## src/rtl/exc_commit_ctrl_pkg.sv

```systemverilog
// Shared definitions for the exception/ERET commit sequencer: exception codes,
// handler vector, FSM states, the capture record and small decode helpers.
package exc_commit_ctrl_pkg;

  typedef enum logic [4:0] {
    EXC_NONE = 5'h00,
    EXC_INT  = 5'h01,
    EXC_ADEL = 5'h04,
    EXC_ADES = 5'h05,
    EXC_SYS  = 5'h08,
    EXC_BP   = 5'h09,
    EXC_RI   = 5'h0a,
    EXC_OV   = 5'h0c,
    EXC_ERET = 5'h0e
  } exc_code_e;

  localparam logic [31:0] EXC_HANDLER_VEC = 32'hbfc0_0380;

  typedef enum logic [2:0] {
    ST_BOOT   = 3'd0,
    ST_IDLE   = 3'd1,
    ST_WAIT   = 3'd2,
    ST_COMMIT = 3'd3,
    ST_HOLD   = 3'd4
  } state_e;

  typedef struct packed {
    logic [31:0] exc_type;
    logic [31:0] pc_new;
    logic [31:0] pc;
    logic        bd;
    logic [31:0] bad_vaddr;
  } exc_cap_t;

  // Full 32-bit match so that unknown wide codes never alias a known one.
  function automatic logic type_is(input logic [31:0] t, input exc_code_e c);
    return t == {27'd0, c};
  endfunction

  function automatic logic [4:0] exccode_of(input logic [31:0] t);
    return type_is(t, EXC_INT) ? 5'h00 : t[4:0];
  endfunction

  function automatic logic [31:0] epc_of(input logic [31:0] pc, input logic bd);
    return bd ? pc - 32'd4 : pc;
  endfunction

endpackage

```

## src/rtl/exc_capture_reg.sv

```systemverilog
// Capture bank for the exception record. Exposes the next-state value so the
// commit decode can use the record in the same cycle it is loaded.
module exc_capture_reg
  import exc_commit_ctrl_pkg::*;
(
  input  logic     clk,
  input  logic     rst,
  input  logic     load_i,
  input  exc_cap_t cap_i,
  output exc_cap_t cap_next_o
);

  exc_cap_t cap_q;
  exc_cap_t cap_d;

  always_comb begin
    cap_d = cap_q;
    if (load_i) begin
      cap_d = cap_i;
    end
  end

  always_ff @(posedge clk) begin
    if (rst) begin
      cap_q <= '0;
    end else begin
      cap_q <= cap_d;
    end
  end

  assign cap_next_o = cap_d;

endmodule

```

## src/rtl/exc_commit_ctrl.sv

```systemverilog
// Exception/ERET commit sequencer in MEM: waits out bus stalls, then issues one
// atomic flush + CP0 update + PC redirect. Optional counters: EXC_STATS_EN.
module exc_commit_ctrl
  import exc_commit_ctrl_pkg::*;
#(
  parameter logic [31:0] RESET_PC    = 32'hbfc0_0000,
  parameter int unsigned HOLD_CYCLES = 1
) (
  input  logic        clk,
  input  logic        rst,
  input  logic        longest_stall,
  input  logic [31:0] exc_type_M,
  input  logic [31:0] pc_new_M,
  input  logic [31:0] pc_M,
  input  logic        in_delay_slot_M,
  input  logic [31:0] bad_vaddr_M,
  output logic        flush_all,
  output logic        redirect_valid,
  output logic [31:0] redirect_pc,
  output logic        cp0_exc_we,
  output logic        cp0_eret,
  output logic [31:0] cp0_epc_o,
  output logic [4:0]  cp0_exccode,
  output logic        cp0_bd,
  output logic        cp0_badvaddr_we,
  output logic [31:0] cp0_badvaddr,
  output logic        busy
`ifdef EXC_STATS_EN
  ,
  output logic [31:0] exc_count,
  output logic [31:0] eret_count
`endif
);

  localparam logic [1:0] HOLD_LAST = 2'(HOLD_CYCLES - 1);

  state_e      state_q, state_d;
  logic        in_reset_q;
  logic [1:0]  hold_cnt_q, hold_cnt_d;
  logic        cap_load;
  exc_cap_t    cap_in;
  exc_cap_t    cap_next;

  logic        flush_q, flush_d;
  logic        redirect_valid_q, redirect_valid_d;
  logic [31:0] redirect_pc_q, redirect_pc_d;
  logic        exc_we_q, exc_we_d;
  logic        eret_q, eret_d;
  logic [31:0] epc_q, epc_d;
  logic [4:0]  exccode_q, exccode_d;
  logic        bd_q, bd_d;
  logic        badvaddr_we_q, badvaddr_we_d;
  logic [31:0] badvaddr_q, badvaddr_d;

  always_comb begin
    cap_in           = '0;
    cap_in.exc_type  = exc_type_M;
    cap_in.pc_new    = pc_new_M;
    cap_in.pc        = pc_M;
    cap_in.bd        = in_delay_slot_M;
    cap_in.bad_vaddr = bad_vaddr_M;
  end

  exc_capture_reg u_capture (
    .clk        (clk),
    .rst        (rst),
    .load_i     (cap_load),
    .cap_i      (cap_in),
    .cap_next_o (cap_next)
  );

  // BOOT spans the reset window plus exactly one cycle after release.
  always_comb begin
    state_d    = state_q;
    hold_cnt_d = hold_cnt_q;
    cap_load   = 1'b0;
    case (state_q)
      ST_BOOT: begin
        if (!in_reset_q) begin
          state_d = ST_IDLE;
        end
      end
      ST_IDLE: begin
        if (exc_type_M != 32'd0) begin
          cap_load = 1'b1;
          state_d  = longest_stall ? ST_WAIT : ST_COMMIT;
        end
      end
      ST_WAIT: begin
        if (!longest_stall) begin
          state_d = ST_COMMIT;
        end
      end
      ST_COMMIT: begin
        state_d    = ST_HOLD;
        hold_cnt_d = 2'd0;
      end
      ST_HOLD: begin
        if (hold_cnt_q == HOLD_LAST) begin
          state_d = ST_IDLE;
        end else begin
          hold_cnt_d = hold_cnt_q + 2'd1;
        end
      end
      default: state_d = ST_BOOT;
    endcase
  end

  // Outputs are decoded from the next state so a commit lands one cycle after detection.
  always_comb begin
    flush_d          = 1'b0;
    redirect_valid_d = 1'b0;
    redirect_pc_d    = redirect_pc_q;
    exc_we_d         = 1'b0;
    eret_d           = 1'b0;
    epc_d            = epc_q;
    exccode_d        = exccode_q;
    bd_d             = bd_q;
    badvaddr_we_d    = 1'b0;
    badvaddr_d       = badvaddr_q;
    case (state_d)
      ST_BOOT: begin
        flush_d          = 1'b1;
        redirect_valid_d = 1'b1;
        redirect_pc_d    = RESET_PC;
      end
      ST_COMMIT: begin
        flush_d          = 1'b1;
        redirect_valid_d = 1'b1;
        redirect_pc_d    = cap_next.pc_new;
        if (type_is(cap_next.exc_type, EXC_ERET)) begin
          eret_d = 1'b1;
        end else begin
          exc_we_d  = 1'b1;
          exccode_d = exccode_of(cap_next.exc_type);
          bd_d      = cap_next.bd;
          epc_d     = epc_of(cap_next.pc, cap_next.bd);
          if (type_is(cap_next.exc_type, EXC_ADEL) || type_is(cap_next.exc_type, EXC_ADES)) begin
            badvaddr_we_d = 1'b1;
            badvaddr_d    = cap_next.bad_vaddr;
          end
        end
      end
      ST_HOLD: begin
        flush_d = 1'b1;
      end
      default: ;
    endcase
  end

  always_ff @(posedge clk) begin
    if (rst) begin
      state_q          <= ST_BOOT;
      in_reset_q       <= 1'b1;
      hold_cnt_q       <= 2'd0;
      flush_q          <= 1'b0;
      redirect_valid_q <= 1'b0;
      redirect_pc_q    <= RESET_PC;
      exc_we_q         <= 1'b0;
      eret_q           <= 1'b0;
      epc_q            <= 32'd0;
      exccode_q        <= 5'd0;
      bd_q             <= 1'b0;
      badvaddr_we_q    <= 1'b0;
      badvaddr_q       <= 32'd0;
    end else begin
      state_q          <= state_d;
      in_reset_q       <= 1'b0;
      hold_cnt_q       <= hold_cnt_d;
      flush_q          <= flush_d;
      redirect_valid_q <= redirect_valid_d;
      redirect_pc_q    <= redirect_pc_d;
      exc_we_q         <= exc_we_d;
      eret_q           <= eret_d;
      epc_q            <= epc_d;
      exccode_q        <= exccode_d;
      bd_q             <= bd_d;
      badvaddr_we_q    <= badvaddr_we_d;
      badvaddr_q       <= badvaddr_d;
    end
  end

  assign flush_all       = flush_q;
  assign redirect_valid  = redirect_valid_q;
  assign redirect_pc     = redirect_pc_q;
  assign cp0_exc_we      = exc_we_q;
  assign cp0_eret        = eret_q;
  assign cp0_epc_o       = epc_q;
  assign cp0_exccode     = exccode_q;
  assign cp0_bd          = bd_q;
  assign cp0_badvaddr_we = badvaddr_we_q;
  assign cp0_badvaddr    = badvaddr_q;
  assign busy            = (state_q != ST_IDLE);

`ifdef EXC_STATS_EN
  logic [31:0] exc_count_q;
  logic [31:0] eret_count_q;

  always_ff @(posedge clk) begin
    if (rst) begin
      exc_count_q  <= 32'd0;
      eret_count_q <= 32'd0;
    end else begin
      if (exc_we_d) begin
        exc_count_q <= exc_count_q + 32'd1;
      end
      if (eret_d) begin
        eret_count_q <= eret_count_q + 32'd1;
      end
    end
  end

  assign exc_count  = exc_count_q;
  assign eret_count = eret_count_q;
`endif

endmodule

```

## config.mk

```make
export PLATFORM = sky130hd
export DESIGN_NAME = exc_commit_ctrl
export DESIGN_NICKNAME = d
export VERILOG_FILES = /design/src/rtl/exc_commit_ctrl_pkg.sv /design/src/rtl/exc_capture_reg.sv /design/src/rtl/exc_commit_ctrl.sv
export SDC_FILE = /design/constraint.sdc
export NUM_CORES = 1
export LEC_CHECK = 0
export ABC_AREA = 1
export CELL_PAD_IN_SITES_DETAIL_PLACEMENT = 2
export CELL_PAD_IN_SITES_GLOBAL_PLACEMENT = 2
export CORE_MARGIN = 8
export CORE_UTILIZATION = 25
export DETAILED_ROUTE_END_ITERATION = 12
export HOLD_SLACK_MARGIN = 0.15
export PLACE_DENSITY = 0.77
export SLEW_MARGIN = 20
export SYNTH_ARGS = -nofsm -noshare
export SYNTH_HDL_FRONTEND = slang
export SYNTH_HIERARCHICAL = 1
export SYNTH_SLANG_ARGS = --single-unit
export TNS_END_PERCENT = 5
```

## constraint.sdc

```tcl
create_clock -name clk -period 8.4 [get_ports clk]
set_input_delay 1.26 -clock clk [delete_from_list [all_inputs] [get_ports clk]]
set_output_delay 1.26 -clock clk [all_outputs]
set_load 0.05 [all_outputs]
```

==> reports/metrics.yaml, run 1 <==
status: "completed"
clk_latency_ns: 0.57
cts-root-buf: "clkbuf_16"
rsz0062_at_grt: "no"
relSlewSlack: 0.414
netlist_instances: 1925
drive_above_1_share: 0.0433
maxSlewViolCount: 0
cts_buffers: 31
hold_ws_ns: 0.457
ant_nets: 0
clockBufferDepth: 3
io_buffer_count: 239
dr.first_iter.drc_count: 332
cp-start-kind: "input port"
cts_tree: "yes"
gr-usage-all-layers: 0.161
die_w_um: 234
period_minus_slack_ns: 5.62
post_cts_buffers: 0
avgSynthCellArea_sq_um: 6.14
synthTopCellsByCount: "nand2_1, inv_1, nor2_1"
synth_fp_nets: 2059
synth_warnings: 6
yosysTopAreaCell: "dfxtp_1"
fin_tns_setup_ns: 0
pin_count: 240
path_cells: "clkdlybuf4s50_1 -> nor2_1 -> nand2_1 -> nor2_1 -> nand2_1 -> nor2_4 -> nor2_4 -> buf_4 -> buf_4 -> nand2_1 -> nand2_1 -> inv_1 -> nor2_1 -> nand2_1 -> nor2_1 -> nand2_1 -> a21oi_2 -> buf_4 -> nand3_2 -> nand2_1 -> a21oi_1"
ff_latch_area_sq_mm: 0.00484
synthFlopType: "dfxtp_1"
rows: 79
cp.required_ns: 8.82
p_leak_nw: 8.17
cap_violations: 0
end_kind: "flip-flop"
yosysMostFrequentCell: "nand2_1"
vias: 11800
hold_class: "flip-flop to flip-flop"
ctsHoldBuffers: 0
final-instance-count-excl-fill: 2756
die-area_sq_mm: 0.0545
cts_max_level: 1
clk_pin_slew_ns: 0.06
ctsResizeCount: 0
vdd_drop_max_uv: 170
ys_seq_elements: 242
core_area_sq_mm: 0.0467
grt_pass1_wl_um: 70900
worstSetupPathType: "input port to flip-flop"
synth_top_area_frac: 0.410
gp_congestion: 0.782
fillers: 5707
die_h_um: 234
hpwl_um: 31700
via_per_inst: 4.30
crit_slowest_cell: "buf_4"
grt_overflow: 0
grt_max_degree: 93
area_growth_pct: 33.0
nets: 2258
first_global_vias: 13200
n_antenna_cell: 0
worst-endpoint-arrival_ns: 6.04
finalHoldViolations: 0
start_util: 0.254
worst-path-max-fanout: 70
synth_seq_area_share: 0.410
clock_sinks: 242
power.density_mw_per_mm2: 242
cp_common_cell: "nand2_1"
synth_cell_type_count: 36
first_pass_iters: 4
drcViolationCount: 0
synth_edf_count: 0
setup_violations: 0
syn-cell-area_sq_mm: 0.0118
tightest_slew_ns: 0.879
synthArstFlopShare: 0
fmax_mhz: 178
antenna_found_initial: 0
synth_area_leaders: "dfxtp_1, nand2_1, inv_1"
cpPeakStageDelay_ns: 0.71
routed_wl_um: 44500
dp.cells: 2698
clock_skew_ns: 0.0115
multi_input_area_sq_mm: 0.00476
post-route-period-util: 0.669
wl_per_cell_um: 16.1
## path summary, 6_finish.rpt
kind	cells past startpoint	slack, ns	startpoint	endpoint
max	21	2.78	exc_type_M[0]	cp0_badvaddr[31]
min	2	0.46	hold_cnt_q[1]	hold_cnt_q[1]
max reg2reg	17	3.78	state_q[2]	cp0_badvaddr[31]
min reg2reg	2	0.46	hold_cnt_q[1]	hold_cnt_q[1]
## stage by stage
step | cell area [sq um] | util | power (mW) | setup slack [ns]
final | 15700 | 0.337 | 3.80 | 2.78
after global routing | 15700 | 0.337 | 4.06 | 2.24
after CTS | 15700 | 0.337 | 3.89 | 2.59
after detailed placement | 14600 | 0.314 | 2.42 | 2.02
after global placement | 14600 | 0.314 | 2.37 | 2.15
after floorplan | 11800 | - | 2.06 | 4.67
## final cells by class
cell class | instances | area share
sequential | 242 | 0.308
multi-input combinational | 1121 | 0.303
clock inverter | 15 | 0.0130
clock buffer | 43 | 0.0566
tap | 607 | 0.0483
inverter | 480 | 0.115
timing repair buffer | 248 | 0.156
## flip-flops by register name, indices dropped and copies added, names as in the netlist
name             flops
cp0_exc_we           1
flush_all            1
state_q              3
hold_cnt_q           2
cp0_badvaddr        32
redirect_valid       1
cp0_exccode          5
cp0_eret             1
cp0_bd               1
redirect_pc         32
u_capture/cap_q    129
in_reset_q           1
cp0_epc_o           32
cp0_badvaddr_we      1
## metal layers
layer | vias up | wire, um | GRT usage
met1 | 5691 | 19900 | 0.197
met4 | 0 | 784 | 0.0301
met2 | 179 | 21800 | 0.294
met3 | 47 | 1980 | 0.0288
met5 | - | 0 | 0
li1 | 5927 | - | -
## cell usage in the layout, fill, tap and decap left out, drive strengths merged, types with 4 or more instances in the layout
master         count
buf               10
nand2            624
nor3              10
clkbuf            43
xor2              15
nand4             50
clkinv            10
or2                4
clkdlybuf4s50    238
bufinv             5
a21oi             59
inv              480
nand3             38
dfxtp            242
nor2             275
o21ai             34
## critical path: cells and delay by family
| kind | cells | cell delay (ns) |
|---|---|---|
| buffers and inverters | 5 | 2.29 |
| and+or+nand+nor | 14 | 2.16 |
| AOI/OAI and AO/OA | 2 | 0.24 |
## cells by family (layout without fill, tap and decap cells)
family	Yosys count	in the layout	synth area share
AO/OA/AOI/OAI	95	95	0.0419
XOR/XNOR	17	17	0.0126
adder cells (fa/ha/maj)	2	2	0.00212
buffers and inverters	562	786	0.189
flip-flops	242	242	0.410
AND/OR/NAND/NOR	1007	1007	0.345
## power by group
| group | switching, mW | internal, mW |
|---|---|---|
| Sequential | 0.0486 | 1.26 |
| Clock | 0.539 | 0.888 |
| Combinational | 0.739 | 0.324 |
Note: power is estimated with default switching activity, not from simulation.
==> run 2, diff against run 1 <==
==> constraint.sdc (replaced) <==
create_clock -name clk -period 5.2 [get_ports clk]
set_input_delay 0.78 -clock clk [delete_from_list [all_inputs] [get_ports clk]]
set_output_delay 0.78 -clock clk [all_outputs]
set_load 0.05 [all_outputs]
==> run 2 against run 1 <==
Net effect: worst setup slack lost 1.5 ns; combinational power is 66% higher; non-clock buffer count grew 11; final cell count grew 0.33%; clock skew is 0.010 ns higher; sequential power up 62%; flip-flop and latch count unchanged; core utilization is essentially flat.
==> reports/metrics.yaml, run 2 (synthesis results as in run 1) <==
rows: 79
drcViolationCount: 0
clockBufferDepth: 3
ff_latch_area_sq_mm: 0.00484
power.density_mw_per_mm2: 385
ctsHoldBuffers: 0
multi_input_area_sq_mm: 0.00476
fillers: 5708
worst-endpoint-arrival_ns: 4.40
cp-start-kind: "input port"
period_minus_slack_ns: 3.94
fin_util: 0.337
fin_ws_ns: 1.26
first_global_vias: 13200
largest_reg_flops: 129
vias: 11900
hpwl_um: 32600
dr.first_iter.drc_count: 423
cap_violations: 0
grt_overflow: 0
clock_skew_ns: 0.0219
worst-path-max-fanout: 57
status: "completed"
wl_per_cell_um: 16.3
area_growth_pct: 33.1
post-place-ws_ns: 0.644
via_per_inst: 4.32
grt_max_degree: 68
maxSlewViolCount: 0
layout_commonest_cell: "nand2_1"
ant_nets: 0
gp_congestion: 0.804
die_h_um: 234
pin_count: 240
worstSetupPathType: "input port to flip-flop"
clk_latency_ns: 0.57
rsz0062_at_grt: "no"
first_pass_iters: 4
drive_above_1_share: 0.0445
largest-register: "u_capture/cap_q"
start_util: 0.254
post_cts_buffers: 0
clk_pin_slew_ns: 0.06
setup_violations: 0
post-route-period-util: 0.758
tightest_slew_ns: 0.835
n_antenna_cell: 0
core_area_sq_mm: 0.0467
gr-usage-all-layers: 0.162
mostFrequentLayoutCells: "nand2_1, inv_1, nor2_1"
cts_tree: "yes"
relSlewSlack: 0.443
clock_sinks: 242
routed_wl_um: 45000
die-area_sq_mm: 0.0545
io_buffer_count: 239
p_total_mw: 6.06
fin_tns_setup_ns: 0
hold_ws_ns: 0.465
finalHoldViolations: 0
cp.required_ns: 5.66
grt_pass1_wl_um: 70700
cts_buffers: 31
die_w_um: 234
p_leak_nw: 8.17
hold_class: "flip-flop to flip-flop"
ctsResizeCount: 0
nets: 2269
vdd_drop_max_uv: 184
cts-root-buf: "clkbuf_16"
cts_max_level: 1
antenna_found_initial: 0
fmax_mhz: 254
end_kind: "flip-flop"
==> run 2: cell type report <==
type | instances | share of cell area
clock buffer | 48 | 0.0571
tap | 607 | 0.0482
inverter | 480 | 0.115
multi-input combinational | 1121 | 0.302
clock inverter | 8 | 0.00747
timing repair buffer | 259 | 0.162
sequential | 242 | 0.308
==> run 2: stage by stage <==
| stage | instances | cell area, sq um |
|---|---|---|
| CTS | 2765 | 15700 |
| global route | 2765 | 15700 |
| floorplan | 1925 | 11800 |
| detailed placement | 2709 | 14700 |
| global placement | 2709 | 14700 |
| finish | 2765 | 15700 |
==> run 2: power breakdown <==
part           internal, mW  switching (mW)  total [mW]
Combinational         0.538            1.22        1.76
Clock                  1.32           0.859        2.18
Sequential             2.04          0.0753        2.12
Total                  3.91            2.15        6.06
==> run 2: final timing paths <==
kind	from	depth (start not counted)	slack (ns)	to
hold / removal	cp0_badvaddr[16]	2	0.47	cp0_badvaddr[16]
setup reg to reg	state_q[2]	16	1.87	cp0_epc_o[20]
hold reg to reg	cp0_badvaddr[16]	2	0.47	cp0_badvaddr[16]
setup / recovery	exc_type_M[5]	23	1.26	cp0_epc_o[20]
==> run 2: worst max-delay path: stages <==
cell and delay [ns]:
clkdlybuf4s50_1 0.42, nor2_1 0.12, nand2_1 0.11, nor2_1 0.20, nand2_1 0.12, nor2_4 0.25, nor2_4 0.07, inv_4 0.19
buf_4 0.22, nand2_1 0.08, nand2_1 0.09, inv_1 0.05, nor2_1 0.08, nand2_1 0.06, nor2_1 0.17, nand2_1 0.11
nor2b_1 0.28, nand3_2 0.26, nand3_4 0.19, buf_12 0.26, nand2_1 0.09, nand2_1 0.08, nor2_1 0.06
==> run 2: layer usage <==
layer,global-route usage,up-vias,part of all wire
li1,-,5939,-
met1,0.197,5748,0.44
met2,0.293,196,0.49
met3,0.0311,52,0.051
met4,0.0326,0,0.016
met5,0,-,0
==> run 3, diff against run 2 <==
==> constraint.sdc (replaced) <==
create_clock -name clk -period 4.1 [get_ports clk]
set_input_delay 0.615 -clock clk [delete_from_list [all_inputs] [get_ports clk]]
set_output_delay 0.615 -clock clk [all_outputs]
set_load 0.05 [all_outputs]
==> run 3 against run 2 <==
Net effect: clock-buffer cell count rose by 2; first-iteration DRC count fell by 4.7%; final cell count increased by 0.40%; worst setup slack got worse by 0.83 ns; hold slack worse by 0.037 ns; global-route usage shrank 0.14 points; sequential power grew 27%; die area unchanged; critical endpoint is now cp0_badvaddr[10]; largest cell class unchanged.
==> reports/metrics.yaml, run 3 (synthesis results as in run 1) <==
cts_buffers: 31
largest-register: "u_capture/cap_q"
antenna_found_initial: 0
clockBufferDepth: 3
final_area_sq_mm: 0.0159
finalHoldViolations: 0
worst-path-max-fanout: 43
r2r-end: "cp0_badvaddr[10]"
pin_count: 240
hold_end: "u_capture/cap_q[92]"
fin_tns_setup_ns: 0
drive_above_1_share: 0.0516
clock_skew_ns: 0.0164
die_w_um: 234
post-route-period-util: 0.896
grt_max_degree: 79
placedInstanceArea_sq_mm: 0.0148
cp-start-kind: "input port"
clk_pin_slew_ns: 0.06
largest_reg_flops: 129
worst-endpoint-arrival_ns: 4.08
r2r_start: "state_q[2]"
area_growth_pct: 34.2
status: "completed"
cts_max_level: 1
layout_commonest_cell: "nand2_1"
r2r_slack_ns: 0.95
wl_per_cell_um: 16.0
final-instance-count-excl-fill: 2776
nets: 2281
post-place-ws_ns: -0.221
dp.cells: 2721
cp.required_ns: 4.51
tightest_slew_ns: 0.832
clock_sinks: 242
relSlewSlack: 0.446
ant_nets: 0
mostFrequentLayoutCells: "nand2_1, inv_1, nor2_1"
setup_violations: 0
maxSlewViolCount: 0
min_from: "rst"
die-area_sq_mm: 0.0545
post_cts_buffers: 0
hold_class: "input port to flip-flop"
rows: 79
core_area_sq_mm: 0.0467
ctsHoldBuffers: 0
hold_ws_ns: 0.428
hpwl_um: 32600
drcViolationCount: 0
gr-usage-all-layers: 0.160
first_pass_iters: 4
routed_wl_um: 44500
fin_ws_ns: 0.427
vias: 12000
reg2reg_depth: 17
min_path_cells: 2
worstSetupPathType: "input port to flip-flop"
gp_congestion: 0.792
dr.first_iter.drc_count: 403
end_kind: "flip-flop"
cts_tree: "yes"
fmax_mhz: 272
clk_latency_ns: 0.57
cts-root-buf: "clkbuf_16"
cap_violations: 0
fillers: 5695
power.density_mw_per_mm2: 483
rsz0062_at_grt: "no"
die_h_um: 234
p_leak_nw: 8.26
io_buffer_count: 239
grt_pass1_wl_um: 70900
start_util: 0.254
period_minus_slack_ns: 3.67
first_global_vias: 13400
n_antenna_cell: 0
vdd_drop_max_uv: 331
via_per_inst: 4.33
ctsResizeCount: 0
grt_overflow: 0
## run 3: power by group
group,internal (mW),switching (mW)
clock,1.67,1.07
sequential,2.59,0.0965
combinational,0.708,1.54
total,4.97,2.70
## run 3: worst max path at each step
stage | startpoint | to | slack [ns]
after floorplan | exc_type_M[7] | cp0_epc_o[28] | 1.02
after global placement | exc_type_M[9] | cp0_epc_o[18] | -0.12
after detailed placement | exc_type_M[7] | cp0_epc_o[10] | -0.22
after CTS | exc_type_M[7] | cp0_badvaddr[5] | 0.37
after global routing | exc_type_M[7] | cp0_badvaddr[2] | 0.15
final | exc_type_M[7] | cp0_badvaddr[10] | 0.43
## run 3: metrics by stage
step	utilization	total power, mW
floorplan	-	4.21
global placement	0.318	4.92
detailed placement	0.318	5.02
CTS	0.340	7.85
global route	0.340	8.16
finish	0.340	7.67
## run 3: worst max-delay path, stage by stage
cell             delay, ns
clkdlybuf4s50_1       0.42
nor2_1                0.13
nand2_1               0.13
nor2_1                0.20
nand2_1               0.12
nor2_4                0.15
nor2_4                0.05
inv_4                 0.36
buf_4                 0.42
nand2_1               0.10
nand2_1               0.11
inv_1                 0.06
inv_2                 0.09
nand4_1               0.10
nor2_1                0.11
nand2_1               0.08
a21oi_2               0.24
nand3_2               0.09
buf_4                 0.26
nand2_1               0.12
a21oi_1               0.07
## run 3: area by class of cell
type	instances	area, sq um	area share
clock buffer	50	977	0.0616
clock inverter	5	53.8	0.00339
inverter	480	1800	0.114
multi-input combinational	1121	4760	0.300
sequential	242	4840	0.305
tap	607	759	0.0478
timing repair buffer	271	2670	0.168
## run 3: per-layer routing
layer	wire length (um)	global-route usage	vias to the layer above
met2	22100	0.296	184
li1	-	-	5966
met4	693	0.0334	0
met3	2070	0.0247	43
met5	0	0	-
met1	19600	0.194	5820
